$ cat config.mk
export PLATFORM = sky130hd
export DESIGN_NAME = window_5x5_former_flat
export DESIGN_NICKNAME = d
export VERILOG_FILES = /design/src/rtl/window_5x5_former_pkg.sv /design/src/rtl/window_5x5_former_if.sv /design/src/rtl/window_5x5_former_raster_counter.sv /design/src/rtl/window_5x5_former.sv /design/src/flat_wrapper.sv
export SDC_FILE = /design/constraint.sdc
export NUM_CORES = 1
export LEC_CHECK = 0
export CORE_MARGIN = 2
export CORE_UTILIZATION = 48
export CTS_CLUSTER_DIAMETER = 120
export DETAILED_ROUTE_END_ITERATION = 8
export PLACE_DENSITY = 0.8
export SYNTH_ARGS = -nofsm -noshare
export SYNTH_HDL_FRONTEND = slang
export SYNTH_HIERARCHICAL = 1
export SYNTH_SLANG_ARGS = --single-unit
export TNS_END_PERCENT = 100
$ cat constraint.sdc
create_clock -name clk -period 2.55 [get_ports clk]
set_input_delay 0.51 -clock clk [delete_from_list [all_inputs] [get_ports clk]]
set_output_delay 0.51 -clock clk [all_outputs]
set_load 0.02 [all_outputs]
$ cat src/rtl/window_5x5_former_pkg.sv
// window_5x5_former_pkg: shared canny constants, types and window index helper
package window_5x5_former_pkg;
  localparam int WIDTH_DEF = 320;
  localparam int HEIGHT_DEF = 240;
  localparam int PIX_W = 8;
  localparam int KSIZE = 5;
  localparam int COORD_W = 9;
  localparam int WIN_W = PIX_W * KSIZE * KSIZE;
  typedef logic [PIX_W-1:0] pix_t;
  typedef logic [COORD_W-1:0] coord_t;
  function automatic int win_idx(input int r, input int c);
    return KSIZE * r + c;
  endfunction
endpackage

$ cat src/rtl/window_5x5_former_if.sv
// window_5x5_former_if: pixel taps in, registered 5x5 window and coordinates out
interface window_5x5_former_if;
  import window_5x5_former_pkg::*;
  logic ld;
  logic sof;
  pix_t tap0;
  pix_t tap1;
  pix_t tap2;
  pix_t tap3;
  pix_t tap4;
  logic [WIN_W-1:0] win;
  logic win_vld;
  coord_t win_row;
  coord_t win_col;
  logic frame_done;
  modport master (
    output ld, sof, tap0, tap1, tap2, tap3, tap4,
    input win, win_vld, win_row, win_col, frame_done
  );
  modport slave (
    input ld, sof, tap0, tap1, tap2, tap3, tap4,
    output win, win_vld, win_row, win_col, frame_done
  );
endinterface

$ cat src/rtl/window_5x5_former_raster_counter.sv
// raster_counter: col/row position of the arriving pixel with wrap, sof resync and interior/last flags
module raster_counter
  import window_5x5_former_pkg::*;
#(
  parameter int WIDTH = WIDTH_DEF,
  parameter int HEIGHT = HEIGHT_DEF
) (
  input  logic   clk,
  input  logic   rst,
  input  logic   adv_i,
  input  logic   sof_i,
  output coord_t col_o,
  output coord_t row_o,
  output logic   interior_o,
  output logic   last_o
);
  localparam coord_t COL_MAX = coord_t'(WIDTH - 1);
  localparam coord_t ROW_MAX = coord_t'(HEIGHT - 1);
  localparam coord_t EDGE = coord_t'(KSIZE - 1);
  coord_t col_q, row_q, col_d, row_d;
  assign col_o = sof_i ? '0 : col_q;
  assign row_o = sof_i ? '0 : row_q;
  assign interior_o = row_o >= EDGE && col_o >= EDGE;
  assign last_o = row_o == ROW_MAX && col_o == COL_MAX;
  // step to the position of the following pixel whenever one is consumed
  always_comb begin
    col_d = col_q;
    row_d = row_q;
    if (adv_i) begin
      col_d = col_o == COL_MAX ? '0 : col_o + 1'b1;
      row_d = col_o != COL_MAX ? row_o : row_o == ROW_MAX ? '0 : row_o + 1'b1;
    end
  end
  // position registers, cleared by the active-low reset
  always_ff @(posedge clk) begin
    if (!rst) begin
      col_q <= '0;
      row_q <= '0;
    end else begin
      col_q <= col_d;
      row_q <= row_d;
    end
  end
endmodule

$ cat src/rtl/window_5x5_former.sv
// window_5x5_former: shifts line-buffer taps into a 5x5 window and emits interior windows with centre coordinates
module window_5x5_former
  import window_5x5_former_pkg::*;
#(
  parameter int WIDTH = WIDTH_DEF,
  parameter int HEIGHT = HEIGHT_DEF
) (
  input  logic                  clk,
  input  logic                  rst,
  window_5x5_former_if.slave    bus
);
  localparam coord_t HALF = coord_t'(KSIZE / 2);
  logic ld_q, sof_q, vld_q, fd_q;
  logic [WIN_W-1:0] win_q, win_d;
  coord_t row_q, col_q, cur_row, cur_col;
  logic interior, last;
  pix_t tap [KSIZE];
  assign tap[0] = bus.tap0;
  assign tap[1] = bus.tap1;
  assign tap[2] = bus.tap2;
  assign tap[3] = bus.tap3;
  assign tap[4] = bus.tap4;
  raster_counter #(.WIDTH(WIDTH), .HEIGHT(HEIGHT)) u_cnt (
    .clk        (clk),
    .rst        (rst),
    .adv_i      (ld_q),
    .sof_i      (sof_q),
    .col_o      (cur_col),
    .row_o      (cur_row),
    .interior_o (interior),
    .last_o     (last)
  );
  for (genvar r = 0; r < KSIZE; r++) begin : g_row
    for (genvar c = 0; c < KSIZE; c++) begin : g_col
      if (c == KSIZE - 1) begin : g_new
        assign win_d[PIX_W*win_idx(r, c) +: PIX_W] = tap[r];
      end else begin : g_old
        assign win_d[PIX_W*win_idx(r, c) +: PIX_W] = win_q[PIX_W*win_idx(r, c + 1) +: PIX_W];
      end
    end
  end
  // align ld with the taps, shift the window and register validity/coordinates of the arriving pixel
  always_ff @(posedge clk) begin
    if (!rst) begin
      ld_q  <= 1'b0;
      sof_q <= 1'b0;
      vld_q <= 1'b0;
      fd_q  <= 1'b0;
      win_q <= '0;
      row_q <= '0;
      col_q <= '0;
    end else begin
      ld_q  <= bus.ld;
      sof_q <= bus.ld & bus.sof;
      vld_q <= ld_q & interior;
      fd_q  <= ld_q & interior & last;
      if (ld_q) win_q <= win_d;
      if (ld_q && interior) begin
        row_q <= cur_row - HALF;
        col_q <= cur_col - HALF;
      end
    end
  end
  assign bus.win = win_q;
  assign bus.win_vld = vld_q;
  assign bus.win_row = row_q;
  assign bus.win_col = col_q;
  assign bus.frame_done = fd_q;
endmodule
$ cat src/flat_wrapper.sv
// flat-port wrapper written by rule: the top's interface ports become plain ports
module window_5x5_former_flat import window_5x5_former_pkg::*;
#(
  parameter int WIDTH = WIDTH_DEF,
  parameter int HEIGHT = HEIGHT_DEF
)
  (clk, rst, bus_ld, bus_sof, bus_tap0, bus_tap1, bus_tap2, bus_tap3, bus_tap4, bus_win, bus_win_vld, bus_win_row, bus_win_col, bus_frame_done);
  window_5x5_former_if bus_i ();
  input  logic clk;
  input  logic rst;
  input wire logic [$bits(bus_i.ld)-1:0] bus_ld;
  input wire logic [$bits(bus_i.sof)-1:0] bus_sof;
  input wire logic [$bits(bus_i.tap0)-1:0] bus_tap0;
  input wire logic [$bits(bus_i.tap1)-1:0] bus_tap1;
  input wire logic [$bits(bus_i.tap2)-1:0] bus_tap2;
  input wire logic [$bits(bus_i.tap3)-1:0] bus_tap3;
  input wire logic [$bits(bus_i.tap4)-1:0] bus_tap4;
  output wire logic [$bits(bus_i.win)-1:0] bus_win;
  output wire logic [$bits(bus_i.win_vld)-1:0] bus_win_vld;
  output wire logic [$bits(bus_i.win_row)-1:0] bus_win_row;
  output wire logic [$bits(bus_i.win_col)-1:0] bus_win_col;
  output wire logic [$bits(bus_i.frame_done)-1:0] bus_frame_done;
  assign bus_i.ld = bus_ld;
  assign bus_i.sof = bus_sof;
  assign bus_i.tap0 = bus_tap0;
  assign bus_i.tap1 = bus_tap1;
  assign bus_i.tap2 = bus_tap2;
  assign bus_i.tap3 = bus_tap3;
  assign bus_i.tap4 = bus_tap4;
  assign bus_win = bus_i.win;
  assign bus_win_vld = bus_i.win_vld;
  assign bus_win_row = bus_i.win_row;
  assign bus_win_col = bus_i.win_col;
  assign bus_frame_done = bus_i.frame_done;
  window_5x5_former #(.WIDTH(WIDTH), .HEIGHT(HEIGHT)) u_core (.clk(clk), .rst(rst), .bus(bus_i));
endmodule
==> flow_metrics.tcl, run 1 <==
set metrics [dict create \
    status "finished clean" \
    syn-num-nets 953 \
    cp-startpoint "u_core/u_cnt/row_q[4]$_SDFFE_PN0P_" \
    initialDrtViolationCount 282 \
    yosys_warnings 6 \
    period_share 0.8486 \
    register_area_um2 4808 \
    wirelength_um 23680 \
    synth-seq-area-share 0.4981 \
    wl_per_cell_um 16.51 \
    area_delta_synth_final_pct 40.06 \
    p_leak_uw 0.004928 \
    p_int_uw 6958 \
    slowest_delay_ns 0.53 \
    grt_pass1_wl_um 37690 \
    clockBufferDepth 3 \
    syn_area_per_cell_um2 10.67 \
    antenna_found_initial 0 \
    clk_pin_slew_ns 0.06 \
    hp-class "in2reg" \
    core-area_um2 19590 \
    fillers 1505 \
    cts_sinks 240 \
    h-tree-depth 1 \
    rows 51 \
    crit_slowest_cell "or4_1" \
    crit_family "simple AND/OR/NAND/NOR gates" \
    power_frac_seq 0.440 \
    grt_use_total 0.2133 \
    maxCapViolCount 0 \
    synth-seq-cells 240 \
    required_ns 2.99 \
    grt_use_met1 0.2687 \
    synth_top_area_cell "dfxtp_1" \
    syn_inst 904 \
    grt_use_met3 0.06144 \
    hpwl_um 15950 \
    drive_above_1_share 0.05304 \
    start_util 0.4924 \
    numCtsBuffers 26 \
    synth_async_sr_flop_share 0 \
    slew_headroom 0.6424 \
    port_buffers 263 \
    yosys-top-cells-area "dfxtp_1 (50%), mux2i_1 (21%), nor2b_1 (14%), clkbuf_1 (1.3%), buf_2 (1.2%)" \
    p_comb_frac 0.064 \
    finClkSkew_ns 0.01291 \
    rrSetupSlack_ns 0.39 \
    synthTopCellsByCount "dfxtp_1 (240), nor2b_1 (213), mux2i_1 (202), clkbuf_1 (34), nand2_1 (26)" \
    synth.distinct_cells 50 \
    tightest_slew_ns 0.5364 \
    met2_usage 0.3512 \
    cts_tree "done" \
    gp_congestion 0.8873 \
    synth_top_cell_area_share 0.4981 \
    setup-tns-final_ns 0 \
    gr-total-overflow 0 \
    worstSetupPathType "reg2reg" \
    endpoint "u_core/bus.win_col[7]$_SDFFE_PN0N_" \
    p_sw_uw 1797 \
    rsz0062_at_grt "false" \
    path_buf_inv 1 \
    antenna_cells 0 \
    die_x_um 145.8 \
    io_pins 264 \
    critical_path_depth 7 \
    postCtsSetupRepairBufs 0 \
    regToRegStartpoint "u_core/u_cnt/row_q[4]$_SDFFE_PN0P_" \
    netlist_area_um2 9646 \
    setup_viol_count_final 0 \
    grt_pass1_vias 6952 \
    dieArea_um2 21240 \
    crit_arrival_ns 2.60 \
    drc 0 \
    drt_first_pass_iters 4 \
    reg2reg_depth 7 \
    crit_path_end_kind "flop" \
    r2r_end "u_core/bus.win_col[7]$_SDFFE_PN0N_" \
    switching_share 0.2053 \
    fin_nets 1198 \
    synthFlopType "dfxtp_1" \
    hold_path_depth 2 \
    grt_max_degree 106 \
    hold_violations 0 \
    ir_worst_vdd_uv 513.4 \
    top_usage_layer "met2" \
    fin_crit_ns 2.164 \
    power.density_nw_per_um2 648.1 \
    cts-root-buf "clkbuf_16" \
    pre_cts_ws_ns 0.3990 \
    cp_max_fo 34 \
    synth_edf_count 0 \
    maxSlewViolCount 0 \
    clkPwrFrac 0.496 \
    postCtsHoldBufs 0 \
    max_freq_mhz 462.1 \
    vias 7223 \
    antenna_left 0 \
    layout_setup_ws_ns 0.3861 \
    die_h_um 145.8 \
    post_cts_resized 0 \
    clk-insertion-delay-late_ns 0.52 \
    critPathLaunchType "flop" \
    synth.most_common_cell "dfxtp_1" \
    multi_input_area_um2 4538 \
    via_per_inst 5.037 \
    path_cells "or4_1 > nor4_1 > a211oi_1 > and2_1 > buf_4 > and4_1 > nor3_1" \
]
-- layout by cell type, fill, tap and decap left out, types with 5 or more instances in the layout --
cell type        Yosys  layout
nand2_1             26      26
inv_1               12      12
o21ai_0             18      18
nor3_1              11      11
clkdlybuf4s50_1      0     262
mux2i_1            202     202
dfxtp_1            240     239
nor2_1               8       8
nor2b_1            213     213
nor4_1               8       8
a211oi_1             6       6
ha_1                 5       5
clkbuf_1            34       6
a31oi_1              7       7
bufinv_16            0       8
xnor2_1              5       5
a21oi_1             11      11
buf_4                0       9
clkbuf_16            0      27
and3_1               6       6
o211a_1              6       6
-- metrics by stage --
stage / instance area, um2 / utilization / cells / hold WS (ns) / power (uW)
after floorplan: 9646 / - / 904 / 0.4499 / 4267
after global placement: 12500 / 0.6379 / 1386 / 0.4599 / 4487
after detailed placement: 12500 / 0.6379 / 1386 / 0.4639 / 4490
after CTS: 13510 / 0.6896 / 1434 / 0.3500 / 8859
after global routing: 13510 / 0.6896 / 1434 / 0.3621 / 9025
final: 13510 / 0.6896 / 1434 / 0.3713 / 8756
-- power by group through the flow --
stage               sequential (uW)  combinational [uW]  clock (uW)
detailed placement             3930                 556           0
floorplan                      3970                 295           0
finish                         3850                 557        4350
global route                   3860                 589        4580
global placement               3930                 554           0
CTS                            3850                 560        4450
-- area by class of cell --
cell class	instances	share of cell area
tap	265	0.02454
timing repair buffer	275	0.2051
clock buffer	37	0.05576
inverter	13	0.003612
multi-input combinational	593	0.3359
sequential	240	0.3559
clock inverter	11	0.01917
-- registers in the layout (all words and copies together) (netlist names) --
signal,count
u_core/bus.win_row,9
u_core/bus.win_vld,1
u_core/bus.win,200
u_core/ld_q,1
u_core/bus.frame_done,1
u_core/bus.win_col,9
u_core/u_cnt/col_q,9
u_core/u_cnt/row_q,9
u_core/sof_q,1
-- cell families after synthesis --
logic type      after synthesis  synth area share
buf+inv                      71           0.03139
mux                         202            0.2096
compound gates               69           0.05007
simple gates                311            0.1989
flops                       240            0.4981
xor+xnor                      6          0.005448
fa+ha+maj                     5          0.006486
-- layer usage --
metal / vias up / share of wire
met1: 3348 / 0.44
met5: - / 0
li1: 3599 / -
met2: 228 / 0.45
met4: 0 / 0.034
met3: 48 / 0.072
-- worst min path at each step --
stage	end	from	slack, ns
after floorplan	u_core/u_cnt/col_q[0]$_SDFFE_PN0P_	u_core/u_cnt/col_q[0]$_SDFFE_PN0P_	0.45
after global placement	u_core/bus.win_col[0]$_SDFFE_PN0N_	u_core/bus.win_col[0]$_SDFFE_PN0N_	0.46
after detailed placement	u_core/bus.win_col[0]$_SDFFE_PN0N_	u_core/bus.win_col[0]$_SDFFE_PN0N_	0.46
after CTS	u_core/u_cnt/row_q[4]$_SDFFE_PN0P_	rst	0.35
after global routing	u_core/u_cnt/row_q[4]$_SDFFE_PN0P_	rst	0.36
final	u_core/u_cnt/row_q[4]$_SDFFE_PN0P_	rst	0.37
Note: power is estimated with default switching activity, not from simulation.
==> run 2: changes to the inputs <==
==> constraint.sdc (replaced) <==
create_clock -name clk -period 2 [get_ports clk]
set_input_delay 0.4 -clock clk [delete_from_list [all_inputs] [get_ports clk]]
set_output_delay 0.4 -clock clk [all_outputs]
set_load 0.02 [all_outputs]
==> flow_metrics.tcl, run 2 (synthesis gave the netlist of run 1 again) <==
set metrics [dict create \
    crit_slowest_cell "clkdlybuf4s50_1" \
    h-tree-depth 1 \
    antenna_found_initial 0 \
    status "finished clean" \
    multi_input_area_um2 4634 \
    pre_cts_ws_ns 0.006948 \
    io_pins 264 \
    critPathLaunchType "flop" \
    ir_worst_vdd_uv 708.7 \
    hold_slack_ns 0.1975 \
    hold_violations 0 \
    wirelength_um 25040 \
    gp_congestion 0.8188 \
    drive_above_1_share 0.1006 \
    place_inst 1431 \
    clk_pin_slew_ns 0.06 \
    max_freq_mhz 510.0 \
    start_util 0.4924 \
    vias 7442 \
    cts_sinks 240 \
    crit_path_end_kind "output pin" \
    register_area_um2 4810 \
    hp-start "rst" \
    core-area_um2 19590 \
    clk-insertion-delay-late_ns 0.52 \
    path_cells "clkdlybuf4s50_1" \
    final_common_cell "clkdlybuf4s50_1" \
    place_area_um2 12890 \
    power.density_nw_per_um2 774.5 \
    final_cell_mix "clkdlybuf4s50_1 (246), dfxtp_1 (238), nor2b_1 (212)" \
    rrSetupSlack_ns 0.08 \
    grt_pass1_vias 7413 \
    fillers 1492 \
    hp-class "in2reg" \
    crit_family "buffers and inverters" \
    slew_headroom 0.5783 \
    die_h_um 145.8 \
    path_buf_inv 1 \
    gr-total-overflow 0 \
    slowest_delay_ns 0.69 \
    antenna_cells 0 \
    antenna_left 0 \
    die_x_um 145.8 \
    final_area_um2 13910 \
    tightest_slew_ns 0.6325 \
    maxCapViolCount 0 \
    reg2reg_depth 5 \
    finalNonFillerCells 1478 \
    rows 51 \
    regToRegStartpoint "u_core/u_cnt/row_q[6]$_SDFFE_PN0P_" \
    crit_arrival_ns 1.56 \
    grt_pass1_wl_um 39350 \
    finClkSkew_ns 0.007993 \
    largest_reg_flops 200 \
    postCtsSetupRepairBufs 0 \
    period_share 0.9804 \
    p_leak_uw 0.005383 \
    area_delta_synth_final_pct 44.23 \
    numCtsBuffers 26 \
    port_buffers 263 \
    grt_use_total 0.2218 \
    worstSetupPathType "reg2out" \
    drc 0 \
    r2r_end "u_core/bus.win_col[1]$_SDFFE_PN0N_" \
    wl_per_cell_um 16.94 \
    dieArea_um2 21240 \
    cp_max_fo 3 \
    setup_viol_count_final 0 \
    via_per_inst 5.035 \
    cts_tree "done" \
    initialDrtViolationCount 312 \
    cp-startpoint "u_core/bus.win[179]$_SDFFE_PN0P_" \
    drt_first_pass_iters 6 \
    grt_max_degree 114 \
    clockBufferDepth 3 \
    fin_nets 1243 \
    hpwl_um 17100 \
    hold_path_depth 2 \
    postCtsHoldBufs 0 \
    layout_setup_ws_ns 0.03926 \
    required_ns 1.60 \
    maxSlewViolCount 0 \
    min_to "u_core/u_cnt/row_q[4]$_SDFFE_PN0P_" \
    cts-root-buf "clkbuf_16" \
    fin_crit_ns 1.961 \
]
[run 2: changes by cell type in the layout (fill, tap and decap cells not counted), sizes merged]
cell           change
and2               +1
buf               +44
bufinv             -3
clkbuf             +2
clkdlybuf4s50     -16
clkinvlp           +1
dlygate4sd2        +5
dlymetal6s2s      +11
inv                -1
[run 2: stage by stage]
stage | power [uW] | TNS [ns] | utilization
after detailed placement | 5754 | 0 | 0.6579
after floorplan | 5441 | 0 | -
after global placement | 5746 | 0 | 0.6579
after CTS | 10890 | 0 | 0.7052
after global routing | 11150 | -0.01754 | 0.7102
final | 10770 | 0 | 0.7102
[run 2: where the power goes]
part / switching, uW / internal [uW]
clock network: 1900 / 3230
logic: 347 / 399
registers: 59.7 / 4850
total: 2300 / 8470
[run 2: worst max path at each step]
stage | to | cells past startpoint
2_1_floorplan | u_core/bus.win_col[4]$_SDFFE_PN0N_ | 9
3_3_place_gp | u_core/bus.win_col[7]$_SDFFE_PN0N_ | 7
3_5_place_dp | u_core/bus.win_row[7]$_SDFFE_PN0N_ | 7
4_1_cts | bus_win[32] | 1
5_1_grt | u_core/bus.win_col[7]$_SDFFE_PN0N_ | 6
6_report | bus_win[179] | 1
[run 2: final cells by class]
class                      count  area share
clock buffer                  39     0.05387
tap                          265     0.02383
clock inverter                 8     0.01286
timing repair buffer         319      0.2271
inverter                      13    0.003508
multi-input combinational    594      0.3331
sequential                   240      0.3457
[run 2: routing by layer]
metal  part of all wire  GRT usage  wire [um]  vias up
met5                  0          0          0        -
met2               0.47     0.3705      11650      251
met1               0.44     0.2826      10960     3482
met3              0.075    0.06113       1880       37
met4              0.022    0.06127        546        0
li1                   -          -          -     3672
[run 2: what timing repair did]
action | 4_1_cts | 5_1_grt
pin swaps | 0 | 6
setup endpoints to repair | 8 | 28
resized for setup | 6 | 33
endpoints found under the hold margin | 0 | 0
cloned | 0 | 1
==> run 3: changes to the inputs <==
--- a/config.mk
+++ b/config.mk
@@ -5,6 +5,7 @@
 export SDC_FILE = /design/constraint.sdc
 export NUM_CORES = 1
 export LEC_CHECK = 0
+export ABC_CLOCK_PERIOD_IN_PS = 2200
 export CORE_MARGIN = 2
 export CORE_UTILIZATION = 48
 export CTS_CLUSTER_DIAMETER = 120
==> constraint.sdc (replaced) <==
create_clock -name clk -period 2.2 [get_ports clk]
set_input_delay 0.44 -clock clk [delete_from_list [all_inputs] [get_ports clk]]
set_output_delay 0.44 -clock clk [all_outputs]
set_load 0.02 [all_outputs]
==> flow_metrics.tcl, run 3 (synthesis gave the netlist of run 1 again) <==
set metrics [dict create \
    status "finished clean" \
    rows 51 \
    drt_first_pass_iters 4 \
    crit_slowest_cell "clkdlybuf4s50_1" \
    slew_headroom 0.5119 \
    power.density_nw_per_um2 703.6 \
    fin_crit_ns 2.108 \
    die_x_um 145.8 \
    path_cells "clkdlybuf4s50_1" \
    cts_tree "done" \
    min_to "u_core/bus.win_col[2]$_SDFFE_PN0N_" \
    port_buffers 263 \
    ir_worst_vdd_uv 611.8 \
    fin_nets 1217 \
    fillers 1533 \
    via_per_inst 5.036 \
    largest_reg_flops 200 \
    r2r_end "u_core/u_cnt/row_q[7]$_SDFFE_PN0P_" \
    cts-root-buf "clkbuf_16" \
    hpwl_um 16470 \
    period_share 0.9580 \
    worstSetupPathType "reg2out" \
    p_leak_uw 0.004967 \
    core-area_um2 19590 \
    hold_violations 0 \
    maxCapViolCount 0 \
    die_h_um 145.8 \
    clockBufferDepth 3 \
    antenna_cells 0 \
    place_area_um2 12660 \
    h-tree-depth 1 \
    wl_per_cell_um 16.51 \
    clk_pin_slew_ns 0.06 \
    slowest_delay_ns 0.66 \
    final_cell_mix "clkdlybuf4s50_1 (262), dfxtp_1 (239), nor2b_1 (213)" \
    grt_pass1_vias 7096 \
    register_area_um2 4808 \
    reg2reg_depth 7 \
    start_util 0.4924 \
    crit_family "buffers and inverters" \
    antenna_left 0 \
    area_delta_synth_final_pct 40.39 \
    hold_slack_ns 0.3365 \
    drive_above_1_share 0.06908 \
    required_ns 1.76 \
    p_total_uw 9528 \
    final_area_um2 13540 \
    crit_arrival_ns 1.67 \
    hold_path_depth 2 \
    gp_congestion 0.8640 \
    wirelength_um 23970 \
    critPathLaunchType "flop" \
    setup-tns-final_ns 0 \
    tightest_slew_ns 0.7321 \
    crit_path_end_kind "output pin" \
    grt_use_total 0.2163 \
    hp-class "in2reg" \
    regToRegStartpoint "u_core/sof_q$_SDFF_PN0_" \
    finalCoreUtilization 0.6913 \
    maxSlewViolCount 0 \
    max_freq_mhz 474.5 \
    drc 0 \
    finClkSkew_ns 0.01430 \
    vias 7312 \
    path_buf_inv 1 \
    multi_input_area_um2 4544 \
    setup_viol_count_final 0 \
    dieArea_um2 21240 \
    grt_max_degree 105 \
    postCtsHoldBufs 0 \
    io_pins 264 \
    numCtsBuffers 26 \
    gr-total-overflow 0 \
    initialDrtViolationCount 343 \
    critical_path_depth 1 \
    final_common_cell "clkdlybuf4s50_1" \
    cp_max_fo 3 \
    cts_sinks 240 \
    antenna_found_initial 0 \
    grt_pass1_wl_um 38290 \
    clk-insertion-delay-late_ns 0.53 \
    hp-start "rst" \
    rsz0062_at_grt "false" \
    rrSetupSlack_ns 0.12 \
]
==> run 3: cell types whose count changed in the layout (fill, tap and decap cells not counted), sizes merged, moves of 2 or more <==
| cell | before | now |
|---|---|---|
| clkinv | 3 | 9 |
| bufinv | 5 | 3 |
| clkdlybuf4s50 | 246 | 262 |
| buf | 57 | 32 |
| clkbuf | 39 | 34 |
| dlymetal6s2s | 11 | 0 |
| dlygate4sd2 | 5 | 0 |
==> run 3: power by group <==
part | leakage, uW | switching (uW) | total, uW | internal [uW]
clock network | 0.000427 | 1740 | 4400 | 2660
registers | 0.00194 | 57.6 | 4460 | 4400
logic | 0.00260 | 309 | 662 | 353
==> run 3: what timing repair did <==
action | 4_1_cts | 5_1_grt
gates resized for setup | 0 | 1
endpoints found under the setup margin | 0 | 4
setup buffers | 0 | 0
hold endpoints to repair | 0 | 0
==> run 3: metal layers <==
metal  up-vias  track usage  part of all wire
li1       3643            -                 -
met1      3399       0.2725              0.43
met2       239       0.3547              0.46
met3        31      0.07147             0.087
met4         0      0.06225             0.021
met5         -            0                 0
==> run 3: how the worst max path moves through the flow <==
| stage | startpoint | endpoint | slack (ns) |
|---|---|---|---|
| 5_1_grt | u_core/sof_q$_SDFF_PN0_ | u_core/u_cnt/row_q[7]$_SDFFE_PN0P_ | 0.008 |
| 6_report | u_core/bus.win[188]$_SDFFE_PN0P_ | bus_win[188] | 0.09 |
| 2_1_floorplan | u_core/sof_q$_SDFF_PN0_ | u_core/bus.win_row[1]$_SDFFE_PN0N_ | 0.04 |
| 3_3_place_gp | u_core/sof_q$_SDFF_PN0_ | u_core/bus.win_col[7]$_SDFFE_PN0N_ | 0.22 |
| 4_1_cts | u_core/bus.win[188]$_SDFFE_PN0P_ | bus_win[188] | 0.07 |
| 3_5_place_dp | u_core/u_cnt/row_q[8]$_SDFFE_PN0P_ | u_core/bus.win_col[7]$_SDFFE_PN0N_ | 0.18 |
==> run 3: worst register-to-register path: stages, from the launching register on <==
cell and delay [ns]:
dfxtp_1 0.37, buf_4 0.19, nor2b_1 0.15, ha_1 0.29, nand4b_1 0.17, o41ai_2 0.41, nor3_1 0.16, a22o_1 0.22
==> run 3: cell type report <==
class / count / share of cell area
repair buffers: 294 / 0.2169
flip-flops and latches: 240 / 0.3551
clock buffers: 34 / 0.05331
inverters: 13 / 0.003603
clock inverters: 13 / 0.01100
well taps: 265 / 0.02448
multi-input cells: 593 / 0.3356
==> run 3: through the flow <==
stage | std cells | worst slack (ns)
after floorplan | 904 | 0.03583
after global routing | 1452 | 0.007646
after CTS | 1452 | 0.06961
after detailed placement | 1405 | 0.1817
after global placement | 1405 | 0.2175
final | 1452 | 0.09245
